==> src/rtl/dma_rx_burst.sv <==
// dma_rx_burst -- serial-receive DMA engine.
//
// Drains up to NBYTES bytes from the serial RX FIFO and writes them into RAM
// at BASE_ADDR, BASE_ADDR+1, ... (address wraps modulo 2**ADDR_W). The engine
// first wins the system bus from the CPU (Bus_req/Bus_grant) and holds the
// request for the whole burst. It survives loss of grant mid-burst and can
// be frozen with Ena. It reports the size of the last burst on Byte_Count
// and flags an early end on Dma_Partial.
//
// Handshake rules:
//   - Bus: Bus_req stays high from the first request until the burst ends.
//     A FIFO pop (Data_Read) or a RAM write (Cs/Wena) only happens in a
//     cycle where Bus_grant is high. Without grant the engine waits in place.
//   - FIFO: Data_Read is a one-cycle pop strobe. It is issued only after
//     RX_Empty has been seen low, in IDLE or in the previous WRITE. The popped
//     byte is presented on RX_Data from the cycle after the pop until the
//     next pop.
//
// Ports:
//   Clk, Rst_n     clock (rising edge), asynchronous active-low reset
//   Ena            engine enable; low freezes state and zeroes the strobes
//   RX_Data        FIFO output data (last popped byte)
//   RX_Full        FIFO full; reserved, not used
//   RX_Empty       FIFO empty
//   Data_Read      FIFO pop strobe
//   Bus_req        bus request to the CPU arbiter
//   Bus_grant      bus grant from the CPU arbiter
//   Cs, Wena       RAM chip select / write enable
//   Address        RAM write address
//   Databus        RAM write data
//   Dma_End        one-cycle end-of-burst pulse
//   Dma_Partial    registered; last burst ended before NBYTES bytes
//   Byte_Count     registered; bytes written in the last completed burst
//   dbg_state      current FSM state encoding, for observation only
module dma_rx_burst #(
    parameter int                NBYTES    = 3,
    parameter int                ADDR_W    = 8,
    parameter int                DATA_W    = 8,
    parameter logic [ADDR_W-1:0] BASE_ADDR = '0,
    parameter int                CNT_W     = $clog2(NBYTES + 1)
) (
    input  logic              Clk,
    input  logic              Rst_n,
    input  logic              Ena,
    input  logic [DATA_W-1:0] RX_Data,
    input  logic              RX_Full,
    input  logic              RX_Empty,
    output logic              Data_Read,
    output logic              Bus_req,
    input  logic              Bus_grant,
    output logic              Cs,
    output logic              Wena,
    output logic [ADDR_W-1:0] Address,
    output logic [DATA_W-1:0] Databus,
    output logic              Dma_End,
    output logic              Dma_Partial,
    output logic [CNT_W-1:0]  Byte_Count,
    output logic [2:0]        dbg_state
);

    typedef enum logic [2:0] {
        IDLE  = 3'd0,
        REQ   = 3'd1,
        READ  = 3'd2,
        WRITE = 3'd3,
        DONE  = 3'd4
    } state_t;

    localparam logic [CNT_W-1:0] LAST_IDX = CNT_W'(NBYTES - 1);
    localparam logic [CNT_W-1:0] FULL_CNT = CNT_W'(NBYTES);
    localparam logic [CNT_W-1:0] ONE      = CNT_W'(1);

    state_t           state;
    logic [CNT_W-1:0] idx;        // index of the byte being moved
    logic             active;     // engine allowed to drive anything
    logic             last_byte;  // current byte completes a full burst
    logic             rx_full_unused;

    // The FIFO full flag is reserved for a future flow-control feature.
    assign rx_full_unused = RX_Full;

    // Gating with Rst_n makes every strobe drop the moment reset is
    // asserted, without waiting for the state register to be seen.
    assign active    = Rst_n & Ena;
    assign last_byte = (idx == LAST_IDX);
    assign dbg_state = state;

    // ------------------------------------------------------------------
    // Bus, FIFO and RAM strobes. These depend on Bus_grant and RX_Empty in
    // the same cycle, so they are decoded from state plus inputs.
    // ------------------------------------------------------------------
    always_comb begin
        Data_Read = 1'b0;
        Bus_req   = 1'b0;
        Cs        = 1'b0;
        Wena      = 1'b0;
        Address   = '0;
        Databus   = '0;
        Dma_End   = 1'b0;
        if (active) begin
            unique case (state)
                IDLE: begin
                    Bus_req = !RX_Empty;
                end
                REQ: begin
                    Bus_req = 1'b1;
                end
                READ: begin
                    Bus_req   = 1'b1;
                    Data_Read = Bus_grant;
                end
                WRITE: begin
                    Bus_req = 1'b1;
                    if (Bus_grant) begin
                        Cs      = 1'b1;
                        Wena    = 1'b1;
                        Address = BASE_ADDR + ADDR_W'(idx);
                        Databus = RX_Data;
                        // Early end: the FIFO ran dry before a full burst.
                        if (!last_byte && RX_Empty) begin
                            Dma_End = 1'b1;
                        end
                    end
                end
                DONE: begin
                    Dma_End = 1'b1;
                end
                default: begin
                    Bus_req = 1'b0;
                end
            endcase
        end
    end

    // ------------------------------------------------------------------
    // Control FSM. With Ena low everything holds so a frozen burst resumes
    // exactly where it stopped. Byte_Count/Dma_Partial change only in the
    // cycle that raises Dma_End.
    // ------------------------------------------------------------------
    always_ff @(posedge Clk or negedge Rst_n) begin
        if (!Rst_n) begin
            state       <= IDLE;
            idx         <= '0;
            Byte_Count  <= '0;
            Dma_Partial <= 1'b0;
        end else if (Ena) begin
            unique case (state)
                IDLE: begin
                    idx <= '0;
                    if (!RX_Empty) begin
                        state <= REQ;
                    end
                end
                REQ: begin
                    if (Bus_grant) begin
                        state <= READ;
                    end
                end
                READ: begin
                    // RX_Empty is deliberately ignored here; the check was
                    // already made before entering READ.
                    if (Bus_grant) begin
                        state <= WRITE;
                    end
                end
                WRITE: begin
                    // Without grant the popped byte waits on RX_Data.
                    if (Bus_grant) begin
                        if (last_byte) begin
                            state <= DONE;
                        end else if (!RX_Empty) begin
                            idx   <= idx + ONE;
                            state <= READ;
                        end else begin
                            Byte_Count  <= idx + ONE;
                            Dma_Partial <= 1'b1;
                            state       <= IDLE;
                        end
                    end
                end
                DONE: begin
                    Byte_Count  <= FULL_CNT;
                    Dma_Partial <= 1'b0;
                    state       <= IDLE;
                end
                default: begin
                    state <= IDLE;
                end
            endcase
        end
    end

endmodule
==> config.mk <==
export PLATFORM = sky130hd
export DESIGN_NAME = dma_rx_burst
export DESIGN_NICKNAME = d
export VERILOG_FILES = /design/src/rtl/dma_rx_burst.sv
export SDC_FILE = /design/constraint.sdc
export NUM_CORES = 1
export LEC_CHECK = 0
export ABC_AREA = 1
export ABC_CLOCK_PERIOD_IN_PS = 1840
export CAP_MARGIN = 20
export CORE_AREA = 2 2 47 49
export DETAILED_ROUTE_END_ITERATION = 7
export DIE_AREA = 0 0 49 51
export GPL_TIMING_DRIVEN = 0
export PLACE_DENSITY_LB_ADDON = 0.2
export SETUP_SLACK_MARGIN = 0.4
export SYNTH_ARGS = -nofsm -noshare
export SYNTH_HDL_FRONTEND = slang
export SYNTH_SLANG_ARGS = --single-unit
==> constraint.sdc <==
create_clock -name Clk -period 1.84 [get_ports Clk]
set_input_delay 0.368 -clock Clk [delete_from_list [all_inputs] [get_ports Clk]]
set_output_delay 0.368 -clock Clk [all_outputs]
set_load 0.05 [all_outputs]
Word level (Yosys, flattened, before mapping)
Index checks and enable logic that the tools add are counted.
{ "op_classes": {"addsub": 1, "n_eq_ne": 12, "mux": 36, "n_bitwise": 1, "reduce_logical": 10} }
{ "ops": {"columns": ["op", "count"], "rows": [
  ["$mux W8", 3],
  ["$mux W2", 10],
  ["$mux W3", 5],
  ["$reduce_and A5 Y1", 3],
  ["$ne A2 B2 Y1 const B", 7],
  ["$mux W1", 12],
  ["$pmux W3 S4", 1],
  ["$pmux W2 S2", 2],
  ["$eq A3 B2 Y1 const B", 2],
  ["$pmux W1 S2", 3],
  ["$reduce_bool A2 Y1", 2],
  ["$eq A3 B1 Y1 const B", 1],
  ["$eq A3 B3 Y1 const B", 1],
  ["$logic_not A3 Y1", 1],
  ["$reduce_or A3 Y1", 1],
  ["$add A2 B1 Y2 const B", 1],
  ["$eq A2 B2 Y1 const B", 1],
  ["$logic_not A1 Y1", 2],
  ["$and A1 B1 Y1", 1],
  ["$logic_and A1 B1 Y1", 1]
]} }
{ "totals": {"reg_bits": 8, "inputBits": 14, "wordCells": 64} }

Logic depth before layout (Yosys ltp)
Gate-level depths: netlist of run 1.
{ "depth": {"depth_word": 7, "ltp_mapped": 8, "depth_no_buf": 8} }

Worst setup path before layout of run 1
OpenSTA, ideal clock, no wires.
{ "synth_timing": {"path_kind": "reg-to-output", "start": "reg state[0], in the netlist dbg_state[0]", "end": "out Address[1]", "arrival_ns": 1.770, "required_ns": 1.472, "slack_ns": -0.298, "path_stages_with_launch": 5, "path_cell_list": "dfrtp_1 -> nand2_1 -> nor2_2 -> nand3_1 -> nor2_1"} }
{ "synth_via": {"elab_chain_cells": 3} }
{ "synth_lines": {"columns": ["item", "line", "source"], "rows": [
  ["start, declared", "73", "state_t state;"],
  ["start signal, assigned", "142", "state <= IDLE;"],
  ["start signal, assigned", "151", "state <= REQ;"],
  ["start signal, assigned", "156", "state <= READ;"],
  ["$eq A3 B2 Y1", "101", "unique case (state)"],
  ["$mux W2", "101", null],
  ["$mux W2", "100", "if (active) begin"],
  ["end, declared", "53", "output logic [ADDR_W-1:0] Address,"]
]} }
Every way passes these cells.

Worst setup path after layout of run 1
{ "layout_timing": {"start": "reg state[0], in the netlist dbg_state[0]", "end": "out Wena"} }
{ "layout_via": {"elab_chain_cells": 3} }
{ "layout_lines": {"columns": ["item", "line", "source"], "rows": [
  ["$eq A3 B2 Y1", "101", null],
  ["$mux W1", "101", null],
  ["$mux W1", "100", null],
  ["end, declared", "52", "output logic Wena,"]
]} }
Every way passes these cells.

==> results of run 1 <==
==> timing repair <==
item                                    4_1_cts  5_1_grt
hold buffers                                  1        0
endpoints found under the setup margin       24       22
resized for setup                           148       18
cloned                                        1        0
endpoints found under the hold margin         8        0
pin swaps                                     9       10
buffers inserted                             15        1
==> per-layer routing <==
metal	vias up	global-route usage	wire length (um)
li1	437	-	-
met2	26	0.4338	1396
met1	423	0.1945	798
met4	0	0.03810	0
met3	0	0.05556	114
met5	-	0	0
==> power groups by stage <==
stage / Sequential, mW / Clock (mW) / Combinational, mW
global route: 0.339 / 0.157 / 1.33
CTS: 0.313 / 0.141 / 1.14
global placement: 0.333 / 0 / 0.859
finish: 0.332 / 0.138 / 1.24
detailed placement: 0.339 / 0 / 0.873
floorplan: 0.514 / 0 / 0.449
==> area by class of cell <==
type	count	area [um^2]
fillers	158	575.6
multi-input cells	75	524.3
repair buffers	50	518.0
flip-flops and latches	8	203.9
inverters	22	95.09
plain buffers	9	85.08
well taps	28	35.03
clock buffers	4	26.28
==> sequential cells by signal (all words and copies together) (netlist names) <==
| register | flops |
|---|---|
| dbg_state | 3 |
| idx | 2 |
| Byte_Count | 2 |
| Dma_Partial | 1 |
==> critical path: stages, from the launching register on <==
cell,delay [ns]
dfrtp_2,0.42
nand2_4,0.07
nor2_4,0.16
nand3_4,0.13
buf_12,0.18
clkinv_8,0.04
buf_8,0.08
buf_8,0.13
==> stage by stage <==
| step | cell area (um^2) | hold WS, ns | cells |
|---|---|---|---|
| 2_1_floorplan | 820.8 | 0.07241 | 114 |
| 5_1_grt | 1488 | 0.4879 | 196 |
| 3_5_place_dp | 1176 | 0.4651 | 174 |
| 6_report | 1488 | 0.4818 | 196 |
| 4_1_cts | 1434 | 0.4716 | 195 |
| 3_3_place_gp | 1176 | 0.4576 | 174 |
==> synthesized netlist by cell type, drive strengths merged <==
cell,instances,share of area
inv,22,0.12
nor2,18,0.14
o21ai,4,0.039
dfrtp,8,0.28
nand3,14,0.11
nand2,26,0.14
o211ai,1,0.011
and2,1,0.0089
ha,1,0.018
o21bai,2,0.021
conb,1,0.0053
nand4,2,0.018
buf,9,0.098
==> logic make-up (layout without fill, tap and decap cells) <==
family / Yosys count / count (layout) / synth area share
other: 1 / 6 / 0.005323
DFF: 8 / 8 / 0.2842
adders and majority gates: 1 / 1 / 0.01776
buffers and inverters: 31 / 85 / 0.2149
and+or+nand+nor: 61 / 61 / 0.4068
AOI/OAI and AO/OA: 7 / 7 / 0.07104
==> worst max path at each step <==
stage                       startpoint    endpoint  slack, ns  cells after the start
after floorplan           dbg_state[0]  Address[0]       0.11                      5
after global placement           Rst_n        Wena      -1.17                      8
after detailed placement         Rst_n        Wena      -1.18                      8
after CTS                 dbg_state[2]        Wena      0.004                      6
after global routing      dbg_state[0]        Wena      -0.09                      7
final                     dbg_state[0]        Wena     -0.004                      7
==> flow_summary.toml, run 1 <==
[clock_network]
clock-root-buffer = "clkbuf_4"
cts.sink_count = 8
clkSlewWorstSetupHoldPaths_ns = 0.05
clk_latency_ns = 0.25
cts.path.max_buffers = 2
h-tree-depth = 1
cts_made_buffers = 3
cts_tree = "done"

[cells_and_area]
post-route-util = 0.7210
final_nets = 184
num_antenna_cells = 0
syn_to_final_growth_pct = 111.2
drive_above_1_share = 0.5476
final_cell_mix = "18 x nand2_1, 18 x buf_4, 16 x buf_6"

[drt]
route.detailed.drc = 0
wl_per_cell_um = 11.78
postRouteAntennaNets = 0
dr.pass1.iters = 4
drtIter0Drc = 5
num_vias = 886
viasPerCell = 4.520
routed_wl_mm = 2.309

[global_route]
grt_pass1_vias = 923
antenna_found_initial = 0
track_usage = 0.2048
grt_max_degree = 11
grt_remaining_overflow = 0
grt_pass1_wl_mm = 3.946

[floorplanning]
rows = 17
fp.dieW_um = 49
coreArea_um2 = 2063
start_util = 0.3414
die-area_um2 = 2499
die_y_um = 51
boundaryPins = 41

[worst_setup_path]
r2r_setup_slack_ns = 0.29
crit_arrival_ns = 1.48
crit_path_end_kind = "primary output"
worstPathRequired_ns = 1.47
ff2ff_path_depth = 12
setup.worst_path.class = "reg -> out"
cp_max_fo = 5
start_kind = "register"
rr_startpoint = "idx[0]"
reg2reg_to = "Byte_Count[1]"

[worst_hold_path]
hold_path_class = "reg -> reg"
min_to = "Dma_Partial"
hp-start = "Dma_Partial"
hold_depth = 2

[power_and_ir_drop]
p_seq_frac = 0.194
switchingPower_mw = 0.8645
peakVddDrop_mv = 0.9831
power_density_nw_per_um2 = 1149
p_leak_nw = 0.7605
switching_share = 0.5058
p_clk_frac = 0.081
p_comb_frac = 0.725
p_total_mw = 1.709
p_int_mw = 0.8445

[timing]
timing.final.max_slew_violations = 0
skew_ns = 0.006921
rsz0062_at_grt = "yes"
finalSetupViolCount = 1
fin_crit_ns = 1.844
period_share = 1.002
final.setup.worst_slack_ns = -0.003573
setup-tns-final_ns = -0.003573
fmaxAchievable_ghz = 0.5424
finalHoldViolations = 0

[logic_synthesis]
ys_warn_count = 0
netlist_instances = 109
ys_seq_elements = 8
yosysUniqueCellTypes = 20
yosysSeqAreaShare = 0.2842
syn_area_per_cell_um2 = 6.463
netlist_area_um2 = 704.4

[placed_design]
gp_congestion = 0.8210
io_buffers = 32
place_ws_ns = -1.185
dp_hpwl_mm = 1.468

[job]
cap_viol_max_count = 0

[run_status]
violations = "setup timing"
status = "finished, violations left"
Power figures use the tool's default switching activity.
==> inputs of run 2 (changes only) <==
--- a/config.mk
+++ b/config.mk
@@ -14,6 +14,7 @@
 export GPL_TIMING_DRIVEN = 0
 export PLACE_DENSITY_LB_ADDON = 0.2
 export SETUP_SLACK_MARGIN = 0.4
+export SLEW_MARGIN = 20
 export SYNTH_ARGS = -nofsm -noshare
 export SYNTH_HDL_FRONTEND = slang
 export SYNTH_SLANG_ARGS = --single-unit
==> results of run 2 <==
The final DEF is identical to that of run 1; final timing and power are the same.
